$ cat config.mk
export PLATFORM = sky130hd
export DESIGN_NAME = mips_multicycle_control_flat
export DESIGN_NICKNAME = d
export VERILOG_FILES = /design/src/rtl/mips_mc_pkg.sv /design/src/rtl/mips_multicycle_control_if.sv /design/src/rtl/mips_alu_decoder.sv /design/src/rtl/mips_multicycle_control.sv /design/src/flat_wrapper.sv
export SDC_FILE = /design/constraint.sdc
export NUM_CORES = 1
export LEC_CHECK = 0
export ABC_AREA = 1
export BUFFER_PORTS_ARGS = -buffer_cell sky130_fd_sc_hd__buf_2
export CAP_MARGIN = 15
export CORE_ASPECT_RATIO = 1.25
export CORE_UTILIZATION = 35
export CTS_BUF_LIST = sky130_fd_sc_hd__clkbuf_16
export CTS_CLUSTER_SIZE = 8
export DETAILED_ROUTE_END_ITERATION = 8
export GPL_ROUTABILITY_DRIVEN = 0
export PLACE_DENSITY = 0.52
export SLEW_MARGIN = 30
export SYNTH_ARGS = -nofsm -noshare
export SYNTH_HDL_FRONTEND = slang
export SYNTH_SLANG_ARGS = --single-unit
$ cat constraint.sdc
create_clock -name clk -period 3 [get_ports clk]
set_input_delay 0.3 -clock clk [delete_from_list [all_inputs] [get_ports clk]]
set_output_delay 0.3 -clock clk [all_outputs]
set_load 0.01 [all_outputs]
$ cat src/rtl/mips_mc_pkg.sv
// Shared definitions for the multicycle MIPS control FSM: state encodings, opcode/funct
// constants, ALU control codes, mux select encodings and the per-state strobe decode.
package mips_mc_pkg;

    typedef enum logic [3:0] {
        ST_IDLE      = 4'd0,
        ST_FETCH     = 4'd1,
        ST_DECODE    = 4'd2,
        ST_MEMADR    = 4'd3,
        ST_MEMRD     = 4'd4,
        ST_MEMWB     = 4'd5,
        ST_MEMWR     = 4'd6,
        ST_EXECUTE   = 4'd7,
        ST_ALUWB     = 4'd8,
        ST_BRANCH    = 4'd9,
        ST_ADDIEX    = 4'd10,
        ST_ADDIWB    = 4'd11,
        ST_JUMP      = 4'd12,
        ST_BRANCH_NE = 4'd13
    } state_t;

    localparam logic [5:0] OP_RTYPE = 6'b000000;
    localparam logic [5:0] OP_LW    = 6'b100011;
    localparam logic [5:0] OP_SW    = 6'b101011;
    localparam logic [5:0] OP_BEQ   = 6'b000100;
    localparam logic [5:0] OP_BNE   = 6'b000101;
    localparam logic [5:0] OP_ADDI  = 6'b001000;
    localparam logic [5:0] OP_J     = 6'b000010;

    localparam logic [5:0] FN_ADD = 6'b100000;
    localparam logic [5:0] FN_SUB = 6'b100010;
    localparam logic [5:0] FN_AND = 6'b100100;
    localparam logic [5:0] FN_OR  = 6'b100101;
    localparam logic [5:0] FN_SLT = 6'b101010;

    localparam logic [2:0] ALU_ADD = 3'b010;
    localparam logic [2:0] ALU_SUB = 3'b110;
    localparam logic [2:0] ALU_AND = 3'b000;
    localparam logic [2:0] ALU_OR  = 3'b001;
    localparam logic [2:0] ALU_SLT = 3'b111;

    localparam logic [1:0] SRCB_B     = 2'b00;
    localparam logic [1:0] SRCB_FOUR  = 2'b01;
    localparam logic [1:0] SRCB_IMM   = 2'b10;
    localparam logic [1:0] SRCB_IMMSH = 2'b11;

    localparam logic [1:0] PC_ALU    = 2'b00;
    localparam logic [1:0] PC_ALUOUT = 2'b01;
    localparam logic [1:0] PC_JUMP   = 2'b10;

    typedef enum logic [1:0] {
        ALUOP_NONE  = 2'd0,
        ALUOP_ADD   = 2'd1,
        ALUOP_SUB   = 2'd2,
        ALUOP_FUNCT = 2'd3
    } aluop_t;

    typedef struct packed {
        logic       mem_req;
        logic       iord;
        logic       memwrite;
        logic       memtoreg;
        logic       regdst;
        logic       regwrite;
        logic       alusrca;
        logic [1:0] alusrcb;
        logic [1:0] pcsrc;
        logic       pcwrite;
        logic       branch;
        logic       branch_ne;
    } ctrl_t;

    // Moore strobes for a state; FETCH irwrite/pcwrite are handled separately
    // because they follow mem_ready within the cycle.
    function automatic ctrl_t state_ctrl(input state_t s);
        ctrl_t c;
        c = '0;
        case (s)
            ST_FETCH:     begin c.mem_req = 1'b1; c.alusrcb = SRCB_FOUR; c.pcsrc = PC_ALU; end
            ST_DECODE:    c.alusrcb = SRCB_IMMSH;
            ST_MEMADR:    begin c.alusrca = 1'b1; c.alusrcb = SRCB_IMM; end
            ST_MEMRD:     begin c.mem_req = 1'b1; c.iord = 1'b1; end
            ST_MEMWB:     begin c.regwrite = 1'b1; c.memtoreg = 1'b1; end
            ST_MEMWR:     begin c.mem_req = 1'b1; c.iord = 1'b1; c.memwrite = 1'b1; end
            ST_EXECUTE:   begin c.alusrca = 1'b1; c.alusrcb = SRCB_B; end
            ST_ALUWB:     begin c.regwrite = 1'b1; c.regdst = 1'b1; end
            ST_BRANCH:    begin c.alusrca = 1'b1; c.branch = 1'b1; c.pcsrc = PC_ALUOUT; end
            ST_BRANCH_NE: begin c.alusrca = 1'b1; c.branch_ne = 1'b1; c.pcsrc = PC_ALUOUT; end
            ST_ADDIEX:    begin c.alusrca = 1'b1; c.alusrcb = SRCB_IMM; end
            ST_ADDIWB:    c.regwrite = 1'b1;
            ST_JUMP:      begin c.pcwrite = 1'b1; c.pcsrc = PC_JUMP; end
            default:      c = '0;
        endcase
        return c;
    endfunction

    function automatic aluop_t state_aluop(input state_t s);
        case (s)
            ST_IDLE:                 return ALUOP_NONE;
            ST_EXECUTE:              return ALUOP_FUNCT;
            ST_BRANCH, ST_BRANCH_NE: return ALUOP_SUB;
            default:                 return ALUOP_ADD;
        endcase
    endfunction

endpackage

$ cat src/rtl/mips_multicycle_control_if.sv
// Bus between the multicycle control FSM and the datapath/memory: master is the controller,
// slave is the datapath side that supplies instruction fields and the memory handshake.
interface mips_multicycle_control_if #(
    parameter int CNT_W   = 32,
    parameter int STATE_W = 4
);
    logic [5:0]         opcode;
    logic [5:0]         funct;
    logic               mem_ready;
    logic               mem_req;
    logic               iord;
    logic               irwrite;
    logic               memwrite;
    logic               memtoreg;
    logic               regdst;
    logic               regwrite;
    logic               alusrca;
    logic [1:0]         alusrcb;
    logic [1:0]         pcsrc;
    logic               pcwrite;
    logic               branch;
    logic               branch_ne;
    logic [2:0]         alucontrol;
    logic               illegal_op;
    logic [CNT_W-1:0]   retired_cnt;
    logic [STATE_W-1:0] state_dbg;

    modport master (
        input  opcode, funct, mem_ready,
        output mem_req, iord, irwrite, memwrite, memtoreg, regdst, regwrite,
               alusrca, alusrcb, pcsrc, pcwrite, branch, branch_ne,
               alucontrol, illegal_op, retired_cnt, state_dbg
    );

    modport slave (
        output opcode, funct, mem_ready,
        input  mem_req, iord, irwrite, memwrite, memtoreg, regdst, regwrite,
               alusrca, alusrcb, pcsrc, pcwrite, branch, branch_ne,
               alucontrol, illegal_op, retired_cnt, state_dbg
    );
endinterface

$ cat src/rtl/mips_alu_decoder.sv
// Combinational ALU control: maps the FSM's aluop plus the R-type funct field to alucontrol.
// funct_ok reports whether funct is a supported R-type operation, independent of aluop.
module mips_alu_decoder
    import mips_mc_pkg::*;
(
    input  aluop_t     aluop,
    input  logic [5:0] funct,
    output logic [2:0] alucontrol,
    output logic       funct_ok
);
    logic [2:0] rtype_ctl;

    always_comb begin
        funct_ok  = 1'b1;
        rtype_ctl = ALU_ADD;
        case (funct)
            FN_ADD:  rtype_ctl = ALU_ADD;
            FN_SUB:  rtype_ctl = ALU_SUB;
            FN_AND:  rtype_ctl = ALU_AND;
            FN_OR:   rtype_ctl = ALU_OR;
            FN_SLT:  rtype_ctl = ALU_SLT;
            default: funct_ok  = 1'b0;
        endcase
    end

    always_comb begin
        alucontrol = 3'b000;
        case (aluop)
            ALUOP_ADD:   alucontrol = ALU_ADD;
            ALUOP_SUB:   alucontrol = ALU_SUB;
            ALUOP_FUNCT: alucontrol = rtype_ctl;
            default:     alucontrol = 3'b000;
        endcase
    end
endmodule

$ cat src/rtl/mips_multicycle_control.sv
// Multicycle MIPS control FSM with memory-ready stalls, illegal-op flagging and a retired counter.
// Define MC_BNE_EN to accept bne (opcode 000101) via the BRANCH_NE state; otherwise bne is illegal.
module mips_multicycle_control
    import mips_mc_pkg::*;
#(
    parameter int CNT_W   = 32,
    parameter int STATE_W = 4
) (
    input  logic                       clk,
    input  logic                       rst_n,
    mips_multicycle_control_if.master  bus
);
    state_t           state_reg;
    state_t           state_next;
    ctrl_t            ctrl_reg;
    logic [2:0]       alucontrol_reg;
    logic [2:0]       alucontrol_next;
    logic [CNT_W-1:0] retired_cnt_reg;
    logic             funct_ok;
    logic             illegal;
    logic             retire;
    logic             fetch_done;

    mips_alu_decoder u_alu_decoder (
        .aluop      (state_aluop(state_next)),
        .funct      (bus.funct),
        .alucontrol (alucontrol_next),
        .funct_ok   (funct_ok)
    );

    always_comb begin
        state_next = state_reg;
        illegal    = 1'b0;
        retire     = 1'b0;
        case (state_reg)
            ST_IDLE:  state_next = ST_FETCH;
            ST_FETCH: if (bus.mem_ready) state_next = ST_DECODE;
            ST_DECODE: begin
                case (bus.opcode)
                    OP_RTYPE: begin
                        if (funct_ok) state_next = ST_EXECUTE;
                        else          illegal    = 1'b1;
                    end
                    OP_LW, OP_SW: state_next = ST_MEMADR;
                    OP_BEQ:       state_next = ST_BRANCH;
`ifdef MC_BNE_EN
                    OP_BNE:       state_next = ST_BRANCH_NE;
`endif
                    OP_ADDI:      state_next = ST_ADDIEX;
                    OP_J:         state_next = ST_JUMP;
                    default:      illegal    = 1'b1;
                endcase
                // Illegal instructions are dropped without retiring.
                if (illegal) state_next = ST_FETCH;
            end
            ST_MEMADR:  state_next = (bus.opcode == OP_LW) ? ST_MEMRD : ST_MEMWR;
            ST_MEMRD:   if (bus.mem_ready) state_next = ST_MEMWB;
            ST_MEMWR: begin
                if (bus.mem_ready) begin
                    state_next = ST_FETCH;
                    retire     = 1'b1;
                end
            end
            ST_EXECUTE: state_next = ST_ALUWB;
            ST_ADDIEX:  state_next = ST_ADDIWB;
            ST_MEMWB, ST_ALUWB, ST_BRANCH, ST_BRANCH_NE, ST_ADDIWB, ST_JUMP: begin
                state_next = ST_FETCH;
                retire     = 1'b1;
            end
            default:    state_next = ST_IDLE;
        endcase
    end

    // Strobes are registered from the next state so they are valid from the start of each state.
    always_ff @(posedge clk or negedge rst_n) begin
        if (!rst_n) begin
            state_reg       <= ST_IDLE;
            ctrl_reg        <= '0;
            alucontrol_reg  <= 3'b000;
            retired_cnt_reg <= '0;
        end else begin
            state_reg      <= state_next;
            ctrl_reg       <= state_ctrl(state_next);
            alucontrol_reg <= alucontrol_next;
            if (retire) retired_cnt_reg <= retired_cnt_reg + CNT_W'(1);
        end
    end

    assign fetch_done = (state_reg == ST_FETCH) && bus.mem_ready;

    assign bus.mem_req     = ctrl_reg.mem_req;
    assign bus.iord        = ctrl_reg.iord;
    assign bus.irwrite     = fetch_done;
    assign bus.memwrite    = ctrl_reg.memwrite;
    assign bus.memtoreg    = ctrl_reg.memtoreg;
    assign bus.regdst      = ctrl_reg.regdst;
    assign bus.regwrite    = ctrl_reg.regwrite;
    assign bus.alusrca     = ctrl_reg.alusrca;
    assign bus.alusrcb     = ctrl_reg.alusrcb;
    assign bus.pcsrc       = ctrl_reg.pcsrc;
    assign bus.pcwrite     = ctrl_reg.pcwrite | fetch_done;
    assign bus.branch      = ctrl_reg.branch;
    assign bus.branch_ne   = ctrl_reg.branch_ne;
    assign bus.alucontrol  = alucontrol_reg;
    assign bus.illegal_op  = illegal;
    assign bus.retired_cnt = retired_cnt_reg;
    assign bus.state_dbg   = STATE_W'(state_reg);
endmodule

$ cat src/flat_wrapper.sv
// flat-port wrapper written by rule: the top's interface ports become plain ports
module mips_multicycle_control_flat import mips_mc_pkg::*;
#(
    parameter int CNT_W   = 32,
    parameter int STATE_W = 4
)
  (clk, rst_n, bus_opcode, bus_funct, bus_mem_ready, bus_mem_req, bus_iord, bus_irwrite, bus_memwrite, bus_memtoreg, bus_regdst, bus_regwrite, bus_alusrca, bus_alusrcb, bus_pcsrc, bus_pcwrite, bus_branch, bus_branch_ne, bus_alucontrol, bus_illegal_op, bus_retired_cnt, bus_state_dbg);
  mips_multicycle_control_if #(.CNT_W(CNT_W), .STATE_W(STATE_W)) bus_i ();
  input  logic clk;
  input  logic rst_n;
  input wire logic [$bits(bus_i.opcode)-1:0] bus_opcode;
  input wire logic [$bits(bus_i.funct)-1:0] bus_funct;
  input wire logic [$bits(bus_i.mem_ready)-1:0] bus_mem_ready;
  output wire logic [$bits(bus_i.mem_req)-1:0] bus_mem_req;
  output wire logic [$bits(bus_i.iord)-1:0] bus_iord;
  output wire logic [$bits(bus_i.irwrite)-1:0] bus_irwrite;
  output wire logic [$bits(bus_i.memwrite)-1:0] bus_memwrite;
  output wire logic [$bits(bus_i.memtoreg)-1:0] bus_memtoreg;
  output wire logic [$bits(bus_i.regdst)-1:0] bus_regdst;
  output wire logic [$bits(bus_i.regwrite)-1:0] bus_regwrite;
  output wire logic [$bits(bus_i.alusrca)-1:0] bus_alusrca;
  output wire logic [$bits(bus_i.alusrcb)-1:0] bus_alusrcb;
  output wire logic [$bits(bus_i.pcsrc)-1:0] bus_pcsrc;
  output wire logic [$bits(bus_i.pcwrite)-1:0] bus_pcwrite;
  output wire logic [$bits(bus_i.branch)-1:0] bus_branch;
  output wire logic [$bits(bus_i.branch_ne)-1:0] bus_branch_ne;
  output wire logic [$bits(bus_i.alucontrol)-1:0] bus_alucontrol;
  output wire logic [$bits(bus_i.illegal_op)-1:0] bus_illegal_op;
  output wire logic [$bits(bus_i.retired_cnt)-1:0] bus_retired_cnt;
  output wire logic [$bits(bus_i.state_dbg)-1:0] bus_state_dbg;
  assign bus_i.opcode = bus_opcode;
  assign bus_i.funct = bus_funct;
  assign bus_i.mem_ready = bus_mem_ready;
  assign bus_mem_req = bus_i.mem_req;
  assign bus_iord = bus_i.iord;
  assign bus_irwrite = bus_i.irwrite;
  assign bus_memwrite = bus_i.memwrite;
  assign bus_memtoreg = bus_i.memtoreg;
  assign bus_regdst = bus_i.regdst;
  assign bus_regwrite = bus_i.regwrite;
  assign bus_alusrca = bus_i.alusrca;
  assign bus_alusrcb = bus_i.alusrcb;
  assign bus_pcsrc = bus_i.pcsrc;
  assign bus_pcwrite = bus_i.pcwrite;
  assign bus_branch = bus_i.branch;
  assign bus_branch_ne = bus_i.branch_ne;
  assign bus_alucontrol = bus_i.alucontrol;
  assign bus_illegal_op = bus_i.illegal_op;
  assign bus_retired_cnt = bus_i.retired_cnt;
  assign bus_state_dbg = bus_i.state_dbg;
  mips_multicycle_control #(.CNT_W(CNT_W), .STATE_W(STATE_W)) u_core (.clk(clk), .rst_n(rst_n), .bus(bus_i));
endmodule
Word level (Yosys, flattened, before mapping). Index checks and enable logic that the tools add are counted. W data, S select, Z words.

Register bits: 53. Input bits: 15. Output and inout port bits: 55. Logic and storage cells: 101.

Add/sub/neg operators: 1. Equal/unequal tests: 39. Muxes and demuxes: 30. Bitwise logic cells: 1. Reductions and logical operators: 15.

Operators by type and width (count): $eq A4 B4 Y1 const B (12); $eq A6 B6 Y1 const B (7); $add A32 B1 Y32 const B (1); $eq A4 B3 Y1 const B (8); $pmux W4 S8 (1); $mux W4 (5); $pmux W4 S5 (1); $eq A4 B2 Y1 const B (4); $mux W1 (15); $reduce_or A5 Y1 (3); $pmux W2 S3 (2); $pmux W3 S4 (1); $pmux W3 S3 (1); $eq A4 B1 Y1 const B (2); $logic_not A4 Y1 (2); $reduce_or A2 Y1 (4); $reduce_or A7 Y1 (1); $eq A6 B2 Y1 const B (1); $eq A6 B3 Y1 const B (1); $eq A6 B4 Y1 const B (1); $logic_not A6 Y1 (1); $reduce_or A3 Y1 (2); $reduce_or A6 Y1 (1); $eq A2 B2 Y1 const B (2); 6 further kinds (7).

Depth between registers and ports, before layout.
Depth after elaboration: 13. Mapped depth: 13.

Modules after synthesis. A second synthesis with hierarchy kept.

Cell total of the unflattened synthesis: 378. Area total of the unflattened synthesis: 2920.3 µm².

Modules (own cells, without submodules): mips_multicycle_control (instances 1, cells each 353, area an instance 2806.4 µm², seq. area each 1326.3 µm²); mips_alu_decoder (instances 1, cells each 25, area an instance 113.9 µm², seq. area each 0.0 µm²).

Worst setup path before layout. No wires, ideal clock.

Path type: register -> register. Start: register u_core.retired_cnt_reg[0], in the netlist u_core.bus.retired_cnt[0]. End: register u_core.retired_cnt_reg[20], in the netlist u_core.bus.retired_cnt[20]. Library setup time: 127 ps. Arrival time: 1597 ps. Required time: 2873 ps. Slack: 1276 ps. Cell stages (with the launch flop): 10. Path buffers: 0. Period minus slack after synthesis: 1724 ps. Cell sequence: dfrtp_1 > ha_1 > nand3_1 > nor3_2 > nand3_2 > nor2_4 > nand2_2 > nor2_2 > nand3_1 > xnor2_1.

Cells in the longest elaborated chain, start to end: 1.

RTL lines: start: declaration (line mips_multicycle_control.sv:18) `logic [CNT_W-1:0] retired_cnt_reg;`; start signal: assignment (line mips_multicycle_control.sv:85) `if (retire) retired_cnt_reg <= retired_cnt_reg + CNT_W'(1);`; $add A32 B1 Y32 (line mips_multicycle_control.sv:85).

Every way passes these cells. A chain may end at the register's enable or synchronous reset.

Final worst setup path.
Start: register u_core.state_reg[1], in the netlist u_core.bus.state_dbg[1]. End: register u_core.retired_cnt_reg[27], in the netlist u_core.bus.retired_cnt[27].

Cells in the longest elaborated chain, start to end: 3.

RTL lines: start: declaration (line mips_multicycle_control.sv:13) `state_t state_reg;`; start signal: assignment (line mips_multicycle_control.sv:82) `state_reg <= state_next;`; $eq A4 B3 Y1 / $eq A4 B4 Y1 (equally long branches) (line mips_multicycle_control.sv:35) `case (state_reg)`; $reduce_or A6 Y1; $pmux W1 S2 * (line mips_multicycle_control.sv:35).

Every way passes the cells marked *; elsewhere a longest branch is shown, timed or not.

==> results.cfg <==
[run_status]
status = complete, no violations

[detailed_routing]
ant_nets = 0
drt_wl_total_mm = 6.571
drcViolationCount = 0
drt_iter0_drc = 88
vias_per_cell = 4.857
firstDrtPassIters = 4
wl_per_cell_um = 13.25
routed-via-count = 2409

[floorplan]
num_rows = 36
fp.coreArea_mm2 = 0.007838
dieArea_mm2 = 0.008452
start_util_pct = 36.11
die_w_um = 82.43
ios = 70
die_y_um = 102.5

[clocking]
clk_path_buf_depth = 2
cts-buffers-inserted = 5
htree_levels = 2
cts.sink_count = 53
clk_pin_slew_worst_paths_ns = 0.07
cts_resized = 0
cts_tree = done
cts_setup_buffers = 0
insertion_delay_ns = 0.29
clockRootBuffer = clkbuf_16
hold_buffers = 1

[global_routing]
grt_usage_pct = 16.63
grt_pass1_vias = 2321
gr-total-overflow = 0
antenna_found_initial = 0
grt_max_degree = 33
grt_first_pass_wirelength_mm = 10.66

[synth]
synth.most_common_cell = nand2_1
synth_seq_cells = 53
synth_nets = 344
syn_avg_cell_area_um2 = 8.629
yosys.area.top_type = dfrtp_1
yosysSeqAreaShare_pct = 46.86
syn_inst = 328
syn_area_mm2 = 0.002830
synth_ff_type = dfrtp_1
ys.warnings.count = 0
yosysTopAreaCellShare_pct = 46.86
synth_edf_count = 0
synthTopCellsByArea = dfrtp_1 (47%), nand2_1 (9.0%), xor2_1 (6.2%), inv_1 (5.3%), nand3_1 (4.2%)
synthArstFlopShare_pct = 100.0
synth_cell_types = 33
synth_common_cells = nand2_1 (68), dfrtp_1 (53), inv_1 (40), nor2_1 (27), nand3_1 (24)

[power]
pwr_density_cell_mw_per_mm2 = 664.1
power.leakage_uw = 0.001809
power.total_uw = 2282
vdd_drop_max_v = 0.0002524

[cells_and_area]
final_cells = 496
layout.nets = 416
final_area_mm2 = 0.003437
area_growth_pct = 21.44
n_antenna_cell = 0
layout-drive-gt1-share_pct = 28.43
largest_register_ffs = 32

[timing]
tns_ns = 0
max_slew_margin_pct = 62.70
skew_ns = 0.004153
rsz0062_at_grt = no
layout_setup_ws_ns = 1.027
post-route-period-util_pct = 65.77
setup_viol = 0
tightest_slew_ns = 0.5585
clock.fmax_ghz = 0.5068
hold_viol_final = 0
slew_violations = 0
layout_min_cycle_time_ns = 1.973

[placed_design]
dpl_cell_area_mm2 = 0.003261
pre_cts_slack_ns = 1.023
dpl.hpwl_mm = 5.284
placed_cells = 487
port_buffers = 69

[critical_path]
worstSetupPathType = reg2reg
reg2regPathDepth = 11
cp-start-kind = flop
path_cells = nand2_2, nor2_4, nand2_2, nand2_4, nand4_4, nor2_4, nand2_2, nor2_4, nand2_2, o21ai_1, nand2_1
critPathArrivalTime_ns = 2.15
crit_start = u_core.bus.state_dbg[1]
crit_end = u_core.bus.retired_cnt[27]
path_max_fanout = 17
cp_common_cell = nand2_2
r2r-start = u_core.bus.state_dbg[1]
worst_ep_required_time_ns = 3.17
cpPeakStageDelay_ns = 0.53
worst_path_max_delay_cell = dfrtp_1
crit_path_end_kind = flop
rr_endpoint = u_core.bus.retired_cnt[27]
r2r_slack_ns = 1.03

[worst_hold_path]
min_from = bus_funct[3]
hp-class = in2reg

[flow_run]
drv_cap = 0
-- worst min-delay path by stage --
stage,end,slack [ns],depth (start not counted)
floorplan,u_core.bus.alucontrol[0],0.004,0
global placement,u_core.bus.retired_cnt[28],0.29,1
detailed placement,u_core.bus.retired_cnt[28],0.29,1
CTS,u_core.bus.alucontrol[0],0.30,3
global route,u_core.bus.alucontrol[0],0.30,3
finish,u_core.bus.alucontrol[0],0.31,3
-- layer usage --
metal	GRT usage [%]	vias to the layer above	part of all wire, %
met5	0	-	0
met4	5.668	0	1.9
met3	3.451	12	3.6
met2	30.45	64	54
met1	18.83	1132	41
li1	-	1201	-
-- cells by family after synthesis --
kind of cell,synth area share (%)
flip-flops,46.86
XOR/XNOR,9.284
adder cells (fa/ha/maj),0.4420
other,0.1325
buffers and inverters,7.029
AO/OA/AOI/OAI,4.509
AND/OR/NAND/NOR,31.74
-- critical path: cells and delay by family (launching register included) --
family / cells / cell delay (ns)
compound gates: 1 / 0.12
flops: 1 / 0.53
simple gates: 10 / 1.22
-- area by class of cell --
| type | instances | area (um^2) |
|---|---|---|
| fillers | 816 | 4400 |
| flip-flops and latches | 53 | 1326 |
| multi-input cells | 227 | 1305 |
| repair buffers | 71 | 362.8 |
| inverters | 42 | 157.7 |
| clock buffers | 5 | 125.1 |
| well taps | 95 | 118.9 |
| clock inverters | 3 | 41.29 |
-- layout by cell type (no fill, tap or decap), types with 9 or more instances in the layout --
master and count:
nand2_2 9, nand2_1 68, nand3_1 24, inv_1 40
xor2_1 20, xnor2_1 10, nand4_1 11, nor2_1 27
buf_2 69, dfrtp_1 53
-- where the power goes --
group	internal [uW]	total [uW]	leakage, uW	switching [uW]
Clock	391	641	0.0000775	250
Sequential	821	920	0.000685	99.5
Combinational	245	721	0.00105	476
Total	1460	2280	0.00181	826
-- per-stage QoR --
stage	hold slack, ns	utilization (%)
final	0.3082	43.85
after global routing	0.3036	43.85
after CTS	0.3003	43.85
after detailed placement	0.2930	41.60
after global placement	0.2884	41.60
after floorplan	0.004409	-
No activity file was read; power rests on OpenSTA's default activity.
